## config.mk

```make
export PLATFORM = sky130hd
export DESIGN_NAME = pixel_fetch_fsm
export DESIGN_NICKNAME = d
export VERILOG_FILES = /design/src/rtl/video_pkg.sv /design/src/rtl/pixel_fetch_fsm_edge_pulse.sv /design/src/rtl/pixel_fetch_fsm.sv
export SDC_FILE = /design/constraint.sdc
export NUM_CORES = 1
export LEC_CHECK = 0
export ABC_AREA = 1
export BUFFER_PORTS_ARGS = -buffer_cell sky130_fd_sc_hd__buf_2
export CAP_MARGIN = 20
export CORE_MARGIN = 2
export CORE_UTILIZATION = 51
export DETAILED_ROUTE_END_ITERATION = 10
export PLACE_DENSITY = 0.8
export SYNTH_ARGS = -nofsm -noshare
export SYNTH_HDL_FRONTEND = slang
export SYNTH_SLANG_ARGS = --single-unit
```

## constraint.sdc

```tcl
create_clock -name clk -period 1.9 [get_ports clk]
set_clock_uncertainty 0.15 [all_clocks]
set_input_delay 0 -clock clk [delete_from_list [all_inputs] [get_ports clk]]
set_output_delay 0 -clock clk [all_outputs]
set_load 0.01 [all_outputs]
```

## src/rtl/video_pkg.sv

```systemverilog
// Shared types and helpers for the video fetch path: FSM state encoding,
// Wishbone cycle-type codes and frame sizing.
package video_pkg;

    typedef enum logic [1:0] {
        IDLE = 2'd0,
        REQ  = 2'd1,
        WAIT = 2'd2
    } fetch_state_t;

    localparam logic [2:0] CTI_CLASSIC = 3'b000;
    localparam logic [2:0] CTI_INCR    = 3'b010;
    localparam logic [2:0] CTI_EOB     = 3'b111;

    function automatic int frame_words(input int hdisp, input int vdisp);
        return hdisp * vdisp;
    endfunction

endpackage

```

## src/rtl/pixel_fetch_fsm_edge_pulse.sv

```systemverilog
// Rising-edge detector: one-cycle pulse for each 0->1 transition of d_i.
// Latency: pulse appears one clock after the edge; no backpressure.
module edge_pulse (
    input  logic clk,
    input  logic rst_n,
    input  logic d_i,
    output logic pulse_o
);

    logic d_q;
    logic pulse_q;
    logic pulse_d;

    assign pulse_d = d_i & ~d_q;

    always_ff @(posedge clk or negedge rst_n) begin
        if (!rst_n) begin
            d_q     <= 1'b0;
            pulse_q <= 1'b0;
        end else begin
            d_q     <= d_i;
            pulse_q <= pulse_d;
        end
    end

    assign pulse_o = pulse_q;

endmodule

```

## src/rtl/pixel_fetch_fsm.sv

```systemverilog
// Wishbone read master streaming a frame of pixel words into the pixel FIFO (burst CTI via PIXEL_FETCH_BURST_EN).
// Latency: acked word written to the FIFO combinationally; fill_set/frame_wrap one clock late.
// Backpressure: stops requesting once the FIFO is almost full, resumes when space returns.
module pixel_fetch_fsm
    import video_pkg::*;
#(
    parameter int                    HDISP      = 800,
    parameter int                    VDISP      = 480,
    parameter int                    DATA_WIDTH = 32,
    parameter int                    ADDR_WIDTH = 32,
    parameter logic [ADDR_WIDTH-1:0] BASE_ADDR  = '0
) (
    input  logic                    clk,
    input  logic                    reset_n,
    output logic                    wb_cyc,
    output logic                    wb_stb,
    output logic                    wb_we,
    output logic [DATA_WIDTH/8-1:0] wb_sel,
    output logic [ADDR_WIDTH-1:0]   wb_adr,
    input  logic [DATA_WIDTH-1:0]   wb_dat_i,
    input  logic                    wb_ack,
    input  logic                    fifo_wfull,
    input  logic                    fifo_walmost_full,
    output logic                    fifo_write,
    output logic [DATA_WIDTH-1:0]   fifo_wdata,
    output logic                    fill_set,
    output logic                    frame_wrap
`ifdef PIXEL_FETCH_BURST_EN
    ,
    output logic [2:0]              wb_cti,
    output logic [1:0]              wb_bte
`endif
);

    localparam int FRAME_WORDS = frame_words(HDISP, VDISP);
    localparam int CNT_W       = (FRAME_WORDS > 1) ? $clog2(FRAME_WORDS) : 1;
    localparam logic [CNT_W-1:0]      CNT_LAST = CNT_W'(FRAME_WORDS - 1);
    localparam logic [ADDR_WIDTH-1:0] ADR_STEP = ADDR_WIDTH'(DATA_WIDTH / 8);

    fetch_state_t            state_q, state_d;
    logic [ADDR_WIDTH-1:0]   adr_q, adr_d;
    logic [CNT_W-1:0]        cnt_q, cnt_d;
    logic                    wrap_q, wrap_d;
    logic                    last_pixel;

    assign last_pixel = (cnt_q == CNT_LAST);

    always_ff @(posedge clk or negedge reset_n) begin
        if (!reset_n) begin
            state_q <= IDLE;
            adr_q   <= BASE_ADDR;
            cnt_q   <= '0;
            wrap_q  <= 1'b0;
        end else begin
            state_q <= state_d;
            adr_q   <= adr_d;
            cnt_q   <= cnt_d;
            wrap_q  <= wrap_d;
        end
    end

    always_comb begin
        state_d    = state_q;
        adr_d      = adr_q;
        cnt_d      = cnt_q;
        wrap_d     = 1'b0;
        wb_cyc     = 1'b0;
        wb_stb     = 1'b0;
        fifo_write = 1'b0;
        fifo_wdata = '0;
        case (state_q)
            IDLE: begin
                state_d = fifo_walmost_full ? WAIT : REQ;
            end
            REQ: begin
                wb_cyc = 1'b1;
                wb_stb = 1'b1;
                if (wb_ack) begin
                    fifo_write = 1'b1;
                    fifo_wdata = wb_dat_i;
                    // The last pixel's ack rewinds to the frame base; wrap and
                    // almost-full may coincide and both take effect.
                    if (last_pixel) begin
                        cnt_d  = '0;
                        adr_d  = BASE_ADDR;
                        wrap_d = 1'b1;
                    end else begin
                        cnt_d = cnt_q + CNT_W'(1);
                        adr_d = adr_q + ADR_STEP;
                    end
                    if (fifo_walmost_full) begin
                        state_d = WAIT;
                    end
                end
            end
            WAIT: begin
                if (!fifo_walmost_full) begin
                    state_d = REQ;
                end
            end
            default: begin
                state_d = IDLE;
            end
        endcase
    end

    assign wb_we      = 1'b0;
    assign wb_sel     = '1;
    assign wb_adr     = adr_q;
    assign frame_wrap = wrap_q;

`ifdef PIXEL_FETCH_BURST_EN
    always_comb begin
        wb_cti = CTI_CLASSIC;
        if (state_q == REQ) begin
            wb_cti = (fifo_walmost_full || last_pixel) ? CTI_EOB : CTI_INCR;
        end
    end

    assign wb_bte = 2'b00;
`endif

    edge_pulse u_fill_edge (
        .clk     (clk),
        .rst_n   (reset_n),
        .d_i     (fifo_wfull),
        .pulse_o (fill_set)
    );

endmodule

```

==> impl_results.md <==
* Buffers on Ports at ~100
* WL/cell at approximately 13 um
* Largest net degree at the start of global routing at 55
* Fin Hold WS at roughly 0.017 ns
* Die height at about 86 um
* Critical path endpoint category: flip-flop
* Worst slew pin tran at around 0.67 ns
* Rows at 29
* Worst-Skew Late Latency at between 0.3 and 0.4 ns
* Total grt overflow at 0
* Worst hold-check path type: input pin to flip-flop
* Post-synthesis instance total at roughly 500
* # H-tree levels at 2
* Unique masters post-synth at 31
* Cell taking the most area after synthesis: dfrtp_1
* Req. time, crit path at about 2 ns
* M1 GR Usage at 0.297
* Via count at 3509
* Highest achievable clock rate at 0.565 GHz
* CTS Root Cell: clkbuf_8
* Area share of the largest cell type after synthesis at 0.392
* Vias in the first global route at approximately 3100
* Placed Cells at a little under 700
* GPL Wtd Cong at slightly above 0.9
* DRC Markers at 0
* Final critical-path required period at roughly 1.8 ns
* Cell Count, Final, Fillers Out at about 700
* ANT nets after route at 0
* Core area at 6460 um^2
* Max transition margin at 0.553
* CTS clk-pin slew, worst paths at about 0.10 ns
* Max-cap check violation count at 0
* Mean post-synth cell area at about 6.8 um^2
* Yosys warnings at 0
* Fin crit share at 0.931
* Die area at ~7400 um^2
* Area Overhead vs Synth at 20.4%
* Post-DR vias/cell at just over 5
* Max FO, Critical Path at 5
* First-pass GRT wire length at between 10000 and 15000 um
* Ports at 111
* Met3 Resource Use GR at 0.0314
* Final core occ at 0.642
* TNS Setup at 0 ns
* Synth area leaders: dfrtp_1 (39%), nand2_1 (16%), nor2_1 (14%)
* Busiest grt layer: met2
* Final hold vios at 0
* Leakage at approximately 2.3 nW
* Total GRT Usage at 0.242
* Pwr dens at approximately 640 nW/um^2
* Cts bufs inserted at 5
* Cell Area, Synth at 3440 um^2
* Worst vdd ir at around 310 uV
* Fin. max-slew vios at 0
* CTS Sinks at 54
* Crit path launch type: flip-flop
* Layout cells sized above 1 at 0.236
* Run status: finished, final reports clean
* CP Class: flip-flop to flip-flop
* Antenna violations before repair at 2
* Initial DRC count at roughly 170
* Crit path arrival time at around 1.9 ns
* Die width at between 80 and 90 um
* Met2 GRT Util at 0.430
* Starting Density at 0.533
* # setup viols final at 0
* Sequential fraction of the synthesis area at 0.392
* CTS tree: built
* Final wirelength at just under 9000 um
* CTS max path bufs at 2
* Count of state elements after synthesis at 54
* Nets at 649
* DP HPWL at just under 7000 um
* Pre-antenna DRT Iters at 5
* Post-CTS Setup Bufs at 0
-- per-layer routing --
layer | part of all wire | up-vias | wire length (um)
li1 | - | 1754 | -
met5 | 0 | - | 0
met2 | 0.49 | 146 | 4360
met1 | 0.42 | 1598 | 3710
met3 | 0.072 | 11 | 643
met4 | 0.018 | 0 | 164
-- Yosys cell counts --
master and instances:
buf_1 6, o21ai_0 4, nand4_1 4, nand2_2 2, xor2_1 8, nor2_4 2, o22ai_1 1, clkinv_4 1
nor2_2 13, conb_1 2, nor4_1 1, xnor2_1 6, nand3b_1 2, ha_1 2, o21bai_1 1, buf_4 8
nor2_8 1, nand2_1 150, dfrtp_1 54, nor3_4 1, inv_4 1, nand3_1 38, buf_2 2, a22oi_1 1
nor3_1 6, buf_6 3, inv_1 45, buf_12 1, nor2_1 127, nand3_4 3, a21oi_1 11
-- registers in the layout (all words and copies together), names as in the netlist --
signal               cells
frame_wrap               1
wb_adr                  30
u_fill_edge.d_q          1
u_fill_edge.pulse_o      1
cnt_q                   19
state_q                  2
-- layout make-up --
| class | instances | area (um^2) |
|---|---|---|
| antenna | 2 | 5.00 |
| clock buffer | 8 | 110 |
| fill | 592 | 2310 |
| inverter | 47 | 186 |
| multi-input combinational | 391 | 1800 |
| sequential | 54 | 1350 |
| tap | 77 | 96.3 |
| timing repair buffer | 111 | 596 |
-- worst max-delay path, cell delays in order, from the launching register on --
cell and delay, ns:
dfrtp_1 0.42, ha_1 0.20, nand3_1 0.18, nor2_4 0.21, nand2_1 0.07, nor2_1 0.20, nand2_1 0.09, nand2_1 0.06
nand2_1 0.05, nor2_1 0.08
-- cell families (layout without fill, tap and decap cells) --
kind of cell             Yosys count  after routing  synth area share
AND/OR/NAND/NOR                  350            350             0.439
buffers and inverters             67            166            0.0959
flip-flops                        54             54             0.392
AO/OA/AOI/OAI                     18             18            0.0280
XOR/XNOR                          14             14            0.0356
adder cells (fa/ha/maj)            2              2           0.00726
other                              2              9           0.00218
-- repair_timing --
item,4_1_cts,5_1_grt
hold buffers,3,0
hold endpoints to repair,58,0
gates resized for setup,1,5
setup endpoints to repair,4,6
-- worst paths after layout --
path | start | end | slack [ns] | cells after the start
min in group asynchronous | reset_n | wb_adr[18] | 0.18 | 3
max in group asynchronous | reset_n | wb_adr[31] | 0.97 | 3
min | wb_ack | wb_adr[3] | 0.02 | 4
min reg2reg | u_fill_edge.d_q | u_fill_edge.pulse_o | 0.25 | 1
max reg2reg | wb_adr[2] | wb_adr[14] | 0.13 | 9
max | wb_adr[2] | wb_adr[14] | 0.13 | 9
-- cell usage in the layout (no fill, tap or decap), types with 2 or more instances in the layout --
cell type        n
a21oi_1         11
buf_2          103
buf_4            4
clkbuf_8         8
conb_1           7
dfrtp_1         54
diode_2          2
dlygate4sd3_1    3
ha_1             2
inv_1           45
nand2_1        150
nand2_2          2
nand3_1         37
nand3_4          3
nand3b_1         2
nand4_1          4
nor2_1         125
nor2_2          14
nor2_4           3
nor3_1           5
o21ai_0          4
xnor2_1          6
xor2_1           8
-- report_power, final --
| group | internal (mW) | switching (mW) |
|---|---|---|
| logic | 0.225 | 0.314 |
| registers | 1.25 | 0.116 |
| clock network | 0.369 | 0.391 |
| total | 1.84 | 0.821 |
-- stage by stage --
| step | total power [mW] | setup slack [ns] | instance area, um^2 |
|---|---|---|---|
| 2_1_floorplan | 1.72 | 0.275 | 3460 |
| 3_3_place_gp | 1.90 | 0.0980 | 3980 |
| 3_5_place_dp | 1.92 | -0.0153 | 3980 |
| 4_1_cts | 2.67 | 0.0755 | 4120 |
| 5_1_grt | 2.80 | -0.00384 | 4150 |
| 6_report | 2.66 | 0.130 | 4150 |
No activity file was read; power rests on OpenSTA's default activity.
